--- src/rtl/param_register_file.sv ---
// Parameterised two-read/one-write register file that zeroes itself with a
// clear sequence after reset. Define REGFILE_BYPASS_EN for same-edge write-to-read forwarding.
module param_register_file #(
    parameter int DATA_WIDTH = 32,
    parameter int ADDR_WIDTH = 5,
    parameter bit ZERO_REG   = 1'b1
) (
    input  logic                  Clk,
    input  logic                  Rst_N,
    input  logic [ADDR_WIDTH-1:0] Read_Register_1,
    input  logic [ADDR_WIDTH-1:0] Read_Register_2,
    input  logic                  Read_En,
    input  logic [ADDR_WIDTH-1:0] Write_Register,
    input  logic [DATA_WIDTH-1:0] Write_Data,
    input  logic                  Sig_Reg_Write,
    output logic [DATA_WIDTH-1:0] Read_Data_1,
    output logic [DATA_WIDTH-1:0] Read_Data_2,
    output logic                  Read_Valid,
    output logic                  Busy
);

    localparam int DEPTH = 2 ** ADDR_WIDTH;

    typedef enum logic {CLEAR = 1'b0, READY = 1'b1} state_t;

    state_t                  state_r, state_s;
    logic [ADDR_WIDTH-1:0]   clr_cnt_r, clr_cnt_s;
    logic                    busy_s;
    logic                    usr_we_s;
    logic                    mem_we_s;
    logic [ADDR_WIDTH-1:0]   mem_waddr_s;
    logic [DATA_WIDTH-1:0]   mem_wdata_s;
    logic                    rd_fire_s;
    logic [DATA_WIDTH-1:0]   rd1_s, rd2_s;
    logic [DATA_WIDTH-1:0]   mem_r [0:DEPTH-1];

    // Next-state, clear counter and write-port steering.
    always_comb begin
        state_s     = state_r;
        clr_cnt_s   = clr_cnt_r;
        busy_s      = 1'b1;
        usr_we_s    = 1'b0;
        mem_we_s    = 1'b0;
        mem_waddr_s = clr_cnt_r;
        mem_wdata_s = {DATA_WIDTH{1'b0}};
        rd_fire_s   = 1'b0;
        case (state_r)
            CLEAR: begin
                mem_we_s = 1'b1;
                if (clr_cnt_r == {ADDR_WIDTH{1'b1}}) begin
                    state_s   = READY;
                    clr_cnt_s = {ADDR_WIDTH{1'b0}};
                    busy_s    = 1'b0;
                end else begin
                    clr_cnt_s = clr_cnt_r + {{(ADDR_WIDTH-1){1'b0}}, 1'b1};
                end
            end
            READY: begin
                busy_s    = 1'b0;
                rd_fire_s = Read_En;
                // Entry 0 is never written when it is the hardwired zero register.
                if (ZERO_REG && (Write_Register == {ADDR_WIDTH{1'b0}})) begin
                    usr_we_s = 1'b0;
                end else begin
                    usr_we_s = Sig_Reg_Write;
                end
                mem_we_s    = usr_we_s;
                mem_waddr_s = Write_Register;
                mem_wdata_s = Write_Data;
            end
            default: begin
                state_s   = CLEAR;
                clr_cnt_s = {ADDR_WIDTH{1'b0}};
            end
        endcase
    end

    // Read-port data selection including zero register and optional forwarding.
    always_comb begin
        rd1_s = mem_r[Read_Register_1];
        rd2_s = mem_r[Read_Register_2];
`ifdef REGFILE_BYPASS_EN
        if (usr_we_s && (Read_Register_1 == Write_Register)) begin
            rd1_s = Write_Data;
        end else begin
            rd1_s = mem_r[Read_Register_1];
        end
        if (usr_we_s && (Read_Register_2 == Write_Register)) begin
            rd2_s = Write_Data;
        end else begin
            rd2_s = mem_r[Read_Register_2];
        end
`endif
        if (ZERO_REG && (Read_Register_1 == {ADDR_WIDTH{1'b0}})) begin
            rd1_s = {DATA_WIDTH{1'b0}};
        end else begin
            rd1_s = rd1_s;
        end
        if (ZERO_REG && (Read_Register_2 == {ADDR_WIDTH{1'b0}})) begin
            rd2_s = {DATA_WIDTH{1'b0}};
        end else begin
            rd2_s = rd2_s;
        end
    end

    // FSM state, clear counter and Busy flag registers.
    always_ff @(posedge Clk or negedge Rst_N) begin
        if (!Rst_N) begin
            state_r   <= CLEAR;
            clr_cnt_r <= {ADDR_WIDTH{1'b0}};
            Busy      <= 1'b1;
        end else begin
            state_r   <= state_s;
            clr_cnt_r <= clr_cnt_s;
            Busy      <= busy_s;
        end
    end

    // Registered read outputs; data holds when no read fires.
    always_ff @(posedge Clk or negedge Rst_N) begin
        if (!Rst_N) begin
            Read_Data_1 <= {DATA_WIDTH{1'b0}};
            Read_Data_2 <= {DATA_WIDTH{1'b0}};
            Read_Valid  <= 1'b0;
        end else begin
            Read_Valid <= rd_fire_s;
            if (rd_fire_s) begin
                Read_Data_1 <= rd1_s;
                Read_Data_2 <= rd2_s;
            end
        end
    end

    // Storage array; contents are zeroed by the clear sequence, not by reset.
    always_ff @(posedge Clk) begin
        if (mem_we_s) begin
            mem_r[mem_waddr_s] <= mem_wdata_s;
        end
    end

endmodule

--- config.mk ---
export PLATFORM = sky130hd
export DESIGN_NAME = param_register_file
export DESIGN_NICKNAME = d
export VERILOG_FILES = /design/src/rtl/param_register_file.sv
export SDC_FILE = /design/constraint.sdc
export NUM_CORES = 1
export LEC_CHECK = 0
export BUFFER_PORTS_ARGS = -buffer_cell sky130_fd_sc_hd__buf_2
export CAP_MARGIN = 20
export CELL_PAD_IN_SITES_DETAIL_PLACEMENT = 1
export CELL_PAD_IN_SITES_GLOBAL_PLACEMENT = 2
export CORE_UTILIZATION = 55
export CTS_BUF_LIST = sky130_fd_sc_hd__clkbuf_4 sky130_fd_sc_hd__clkbuf_8
export DETAILED_ROUTE_END_ITERATION = 6
export PLACE_DENSITY_LB_ADDON = 0.1
export REMOVE_ABC_BUFFERS = 1
export SETUP_SLACK_MARGIN = 0.2
export SYNTH_ARGS = -nofsm -noshare
export SYNTH_HDL_FRONTEND = slang
export SYNTH_SLANG_ARGS = --single-unit
export TNS_END_PERCENT = 10
--- constraint.sdc ---
create_clock -name Clk -period 6.9 [get_ports Clk]
set_input_delay 0 -clock Clk [delete_from_list [all_inputs] [get_ports Clk]]
set_output_delay 0 -clock Clk [all_outputs]
set_load 0.1 [all_outputs]
# After elaboration in Yosys (flattened, before gate mapping)
# Memories as Yosys holds them, arrays and structs flattened.
# Cells that the tools add are included.
[word_totals]
output_inout_bits = 66
mem_bits_rw = 1024
word_cells = 27
input_bits = 51
n_memories = 1
register_bits = 72
[mem_list]
columns = ["name", "words", "width", "read_ports", "rd_clocked_by_memory_dff", "write_ports", "line", "rtl"]
rows = [
  ["mem_r", 32, 32, 2, 0, 1, "35", "logic [DATA_WIDTH-1:0] mem_r [0:DEPTH-1];"],
]
[classes]
bitwise = 1
reduce_logical = 3
n_eq_ne = 1
addsub = 1
n_mux = 14
[ops]
columns = ["operator", "count"]
rows = [
  ["$mux W32", 3],
  ["$logic_not A5 Y1", 3],
  ["$mux W5", 2],
  ["$mux W1", 7],
  ["$add A5 B1 Y5 const B", 1],
  ["$eq A5 B5 Y1 const B", 1],
  ["$pmux W1 S2", 2],
  ["$not A1 Y1", 1],
]

# Depth between registers and ports, before layout
[depth]
depth_word = 5
mapped_depth = 9
ltp_nobuf = 6

# Worst setup path after synthesis
# Ideal clock, no wire load.
[synth_path]
path_type = "register to register"
from = "register state_r"
to = "memory mem_r[22][0], enable pin"
required_ns = 6.479
path_slack_ns = 3.752
setup_time_ns = 0.421
synth_period_minus_slack_ns = 3.148
arrival_time_ns = 2.727
n_path_buf = 2
path_stages_with_launch = 7
path_cell_list = "dfrtp_1 > buf_2 > buf_1 > nand2_1 > o32ai_1 > nand2_1 > nor2_1"
[synth_via]
elab_chain_len = 4
word_cells_on_any_way = 5
cone_classes = "4 x mux; 1 x bitwise"
[synth_rtl]
columns = ["element", "line", "rtl"]
rows = [
  ["start: declaration", "26", "state_t state_r, state_s;"],
  ["start signal: assignment", "113", "state_r <= state_s;"],
  ["$not A1 Y1", "-", ""],
  ["$pmux W1 S2", "47", "case (state_r)"],
  ["$mux W1", "136", "if (mem_we_s) begin"],
  ["$mux W1 (implied by the code)", "137", "mem_r[mem_waddr_s] <= mem_wdata_s;"],
  ["end: declaration", "35", ""],
]
# Parallel ways exist; a longest one is shown, timed or not.

# Worst setup path after layout
[layout_path]
from = "register state_r"
to = "register Read_Data_2[30]"
[layout_via]
elab_chain_len = 1
[layout_rtl]
columns = ["element", "line", "rtl"]
rows = [
  ["$mux W1", "47", ""],
  ["end signal: assignment", "123", "Read_Data_2 <= {DATA_WIDTH{1'b0}};"],
  ["end signal: assignment", "129", "Read_Data_2 <= rd2_s;"],
  ["end: declaration", "17", "output logic [DATA_WIDTH-1:0] Read_Data_2,"],
]
# No other way between the ends.
# A chain may end at the register's enable or synchronous reset.

==> impl_results.md <==
- Slowest library cell on the worst path: sky130_fd_sc_hd__dfrtp_2
- Overall die width: 305 um
- Outcome: completed
- Count of filler cells inserted in the layout: 7625
- Vias per cell: 7.16
- Number of global-route vias before repair: 31800
- Layout Cells excl Fill: 4182
- Met1 layer wirelength in the final routing: 62400 um
- Part of the Yosys area used for sequential elements: 64.4%
- Count of mapped cells out of synthesis: 2600
- Number of buffers inserted by hold repair at cts: 30
- Clk slew on worst S/H paths: 0.06 ns
- Fin. max-slew vios: 0
- H-tree lvl count: 4
- Required arrival time at the worst endpoint: 7.63 ns
- Synth-to-Final Area Change: 13.4%
- Worst slew pin tran: 1.11 ns
- Drt first-iter violations: 3576
- Post-CTS setup buffers: 0
- CTS Root Buffer Type: sky130_fd_sc_hd__clkbuf_8
- Die Area: 93100 um^2
- Post-synthesis instance area: 50500 um^2
- Total clock buffers created by CTS: 181
- Arrival time of the worst setup path: 4.61 ns
- Top-level port count: 117
- Detailed Place HPWL: 93500 um
- Pin count of the biggest net entering global routing: 115
- Reported max-cap violation count: 0
- Prevailing post-synth register cell: sky130_fd_sc_hd__edfxtp_1
- Global-route total usage across every layer: 35.4%
- Worst relative slew slack: 25.9%
- Wirelength, routed: 161000 um
- Sequential cell area in the final layout: 32600 um^2
- Antenna violation net count after detailed routing: 0
- Antenna violations before repair: 4
- Via total after detailed routing: 30000
- Category of the worst setup path launch point: flip-flop
- Nets: 2900
- Number of flops mapped to enable cells by yosys: 1024
- Buffers from clock root to sink, at most: 3
- Drt wl/cell: 38.5 um
- Area share of the leading cell type in the synthesized netlist: 60.8%
- Met2 Routed Length: 77400 um
- Highest routed layer: met5
- Initial Utilization: 55.8%
- Setup repair after global routing missed its margin: false
- Top area cells in the synthesized netlist: sky130_fd_sc_hd__edfxtp_1, sky130_fd_sc_hd__mux4_2, sky130_fd_sc_hd__dfrtp_1
- Worst skew pair latency: 0.88 ns
- Final total power: 15000 uW
- Critical-path cell list: buf_4 -> nand2_4 -> buf_4 -> nor3_1 -> dlygate4sd3_1 -> nor2_1 -> dlygate4sd3_1
- Most common library cells after synthesis: sky130_fd_sc_hd__edfxtp_1, sky130_fd_sc_hd__mux4_2, sky130_fd_sc_hd__mux2i_1, sky130_fd_sc_hd__mux2_2, sky130_fd_sc_hd__a21oi_1
- Number of synthesized register bits: 1096
- Min Clock Period, post-route: 3.88 ns
- Cell with the most instances after synthesis: sky130_fd_sc_hd__edfxtp_1
- RD Place Congestion: 0.836
- Critical path capture point type: flip-flop
- Post-synth top area cell: sky130_fd_sc_hd__edfxtp_1
- CTS tree: built
- Critical path buffer and inverter count: 4
- Synth async-reset ratio: 6.57%
- Maximum fanout along the worst path: 44
- Count of endpoints failing hold in the final timing report: 0
- Number of cell rows: 110
- Synth Area per Inst: 19.4 um^2
- WS Path Type: reg -> reg
- Worst IR Drop VDD: 0.000229 V
- Timing-limited maximum frequency: 258 MHz
- Height of the die: 305 um
- Fraction of final layout cells sized beyond drive strength 1: 39.2%
- Crit-path leading delay family: buffers and inverters
- Length of the first detailed-routing pass in iterations: 5
- Final hold slack: 0.0716 ns
- Final-report setup violation count: 0
- WL met3: 16500 um
- Cell Pwr Density: 262 nW/um^2
- Placed Cells: 3782
- Sinks on the clock net: 1096
- Remaining Overflow, GRT: 0
- Final worst-path cycle share: 56.3%
- Class of the worst hold path: in -> reg
- First-pass GRT wire length: 231000 um
- Ys Warns: 0
- Worst-case clock skew: 0.0364 ns
- Resize count post-CTS: 0
- IO Port Bufs: 116
- Total negative setup slack: 0 ns
- Leak Pwr: 0.0189 uW
- Combined area of the multi-input logic cells: 17300 um^2
- Core Region: 90600 um^2
- Unique cell type count in the Yosys netlist: 48
- Slowest stage delay, CP: 0.68 ns
- DRC: 0
[layout by cell type (no fill, tap or decap), types with 59 or more instances in the layout]
cell type	n
sky130_fd_sc_hd__a21oi_1	97
sky130_fd_sc_hd__buf_2	108
sky130_fd_sc_hd__buf_4	77
sky130_fd_sc_hd__clkbuf_4	69
sky130_fd_sc_hd__clkbuf_8	206
sky130_fd_sc_hd__dfrtp_1	70
sky130_fd_sc_hd__edfxtp_1	1024
sky130_fd_sc_hd__mux2_2	128
sky130_fd_sc_hd__mux2i_1	135
sky130_fd_sc_hd__mux4_2	482
sky130_fd_sc_hd__nor2_1	59
[layer usage]
layer / GRT usage [%] / vias to the layer above
met2: 55.5 / 1850
met1: 49.8 / 16100
met5: 0 / -
met3: 7.48 / 308
li1: - / 11700
met4: 12.2 / 4
[where the power goes]
part / leakage [uW] / total [uW] / switching, uW / internal (uW)
Combinational: 0.00686 / 1700 / 1170 / 530
Clock: 0.00197 / 5920 / 2680 / 3240
Sequential: 0.0101 / 7410 / 73.5 / 7340
[per-stage QoR]
step / area, um^2 / util [%] / setup slack [ns]
after floorplan: 49600 / - / 2.49
after global placement: 52600 / 58.1 / 3.45
after detailed placement: 52800 / 58.3 / 3.42
after CTS: 56800 / 62.8 / 3.16
after global routing: 57300 / 63.3 / 2.94
final: 57300 / 63.3 / 3.02
[flip-flops by register name, indices dropped and copies added (netlist names)]
| signal | cells |
|---|---|
| Read_Valid | 1 |
| state_r | 1 |
| Busy | 1 |
| Read_Data_1 | 32 |
| Read_Data_2 | 32 |
| mem_r | 1024 |
| clr_cnt_r | 5 |
[cell type report]
| class | instances | area share (%) |
|---|---|---|
| multi-input cells | 1302 | 30.2 |
| inverters | 6 | 0.0415 |
| clock inverters | 66 | 0.725 |
| diodes | 2 | 0.00873 |
| clock buffers | 274 | 5.83 |
| flip-flops and latches | 1096 | 56.8 |
| well taps | 1176 | 2.57 |
| repair buffers | 260 | 3.86 |
[final timing paths]
kind                       cells after the start                     endpoint                       start  slack, ns
setup / recovery                               7  Read_Data_2[30]$_DFFE_PN0P_           state_r$_DFF_PN0_       3.02
hold / removal                                 2       mem_r[12][9]$_DFFE_PP_               Write_Data[9]       0.07
setup reg to reg                               7  Read_Data_2[30]$_DFFE_PN0P_           state_r$_DFF_PN0_       3.02
hold reg to reg                                1   Read_Data_2[8]$_DFFE_PN0P_  Read_Data_2[8]$_DFFE_PN0P_       0.51
max in group asynchronous                      4            state_r$_DFF_PN0_                       Rst_N       5.71
min in group asynchronous                      4  Read_Data_1[29]$_DFFE_PN0P_                       Rst_N       0.27
[kinds of logic after synthesis]
group / count (synthesis) / share of synthesized area [%]
fa+ha+maj: 2 / 0.0495
compound gates: 344 / 4.70
simple gates: 211 / 1.89
buf+inv: 202 / 1.94
flops: 1096 / 64.4
mux: 745 / 27.0
No activity file was read; power rests on OpenSTA's default activity.
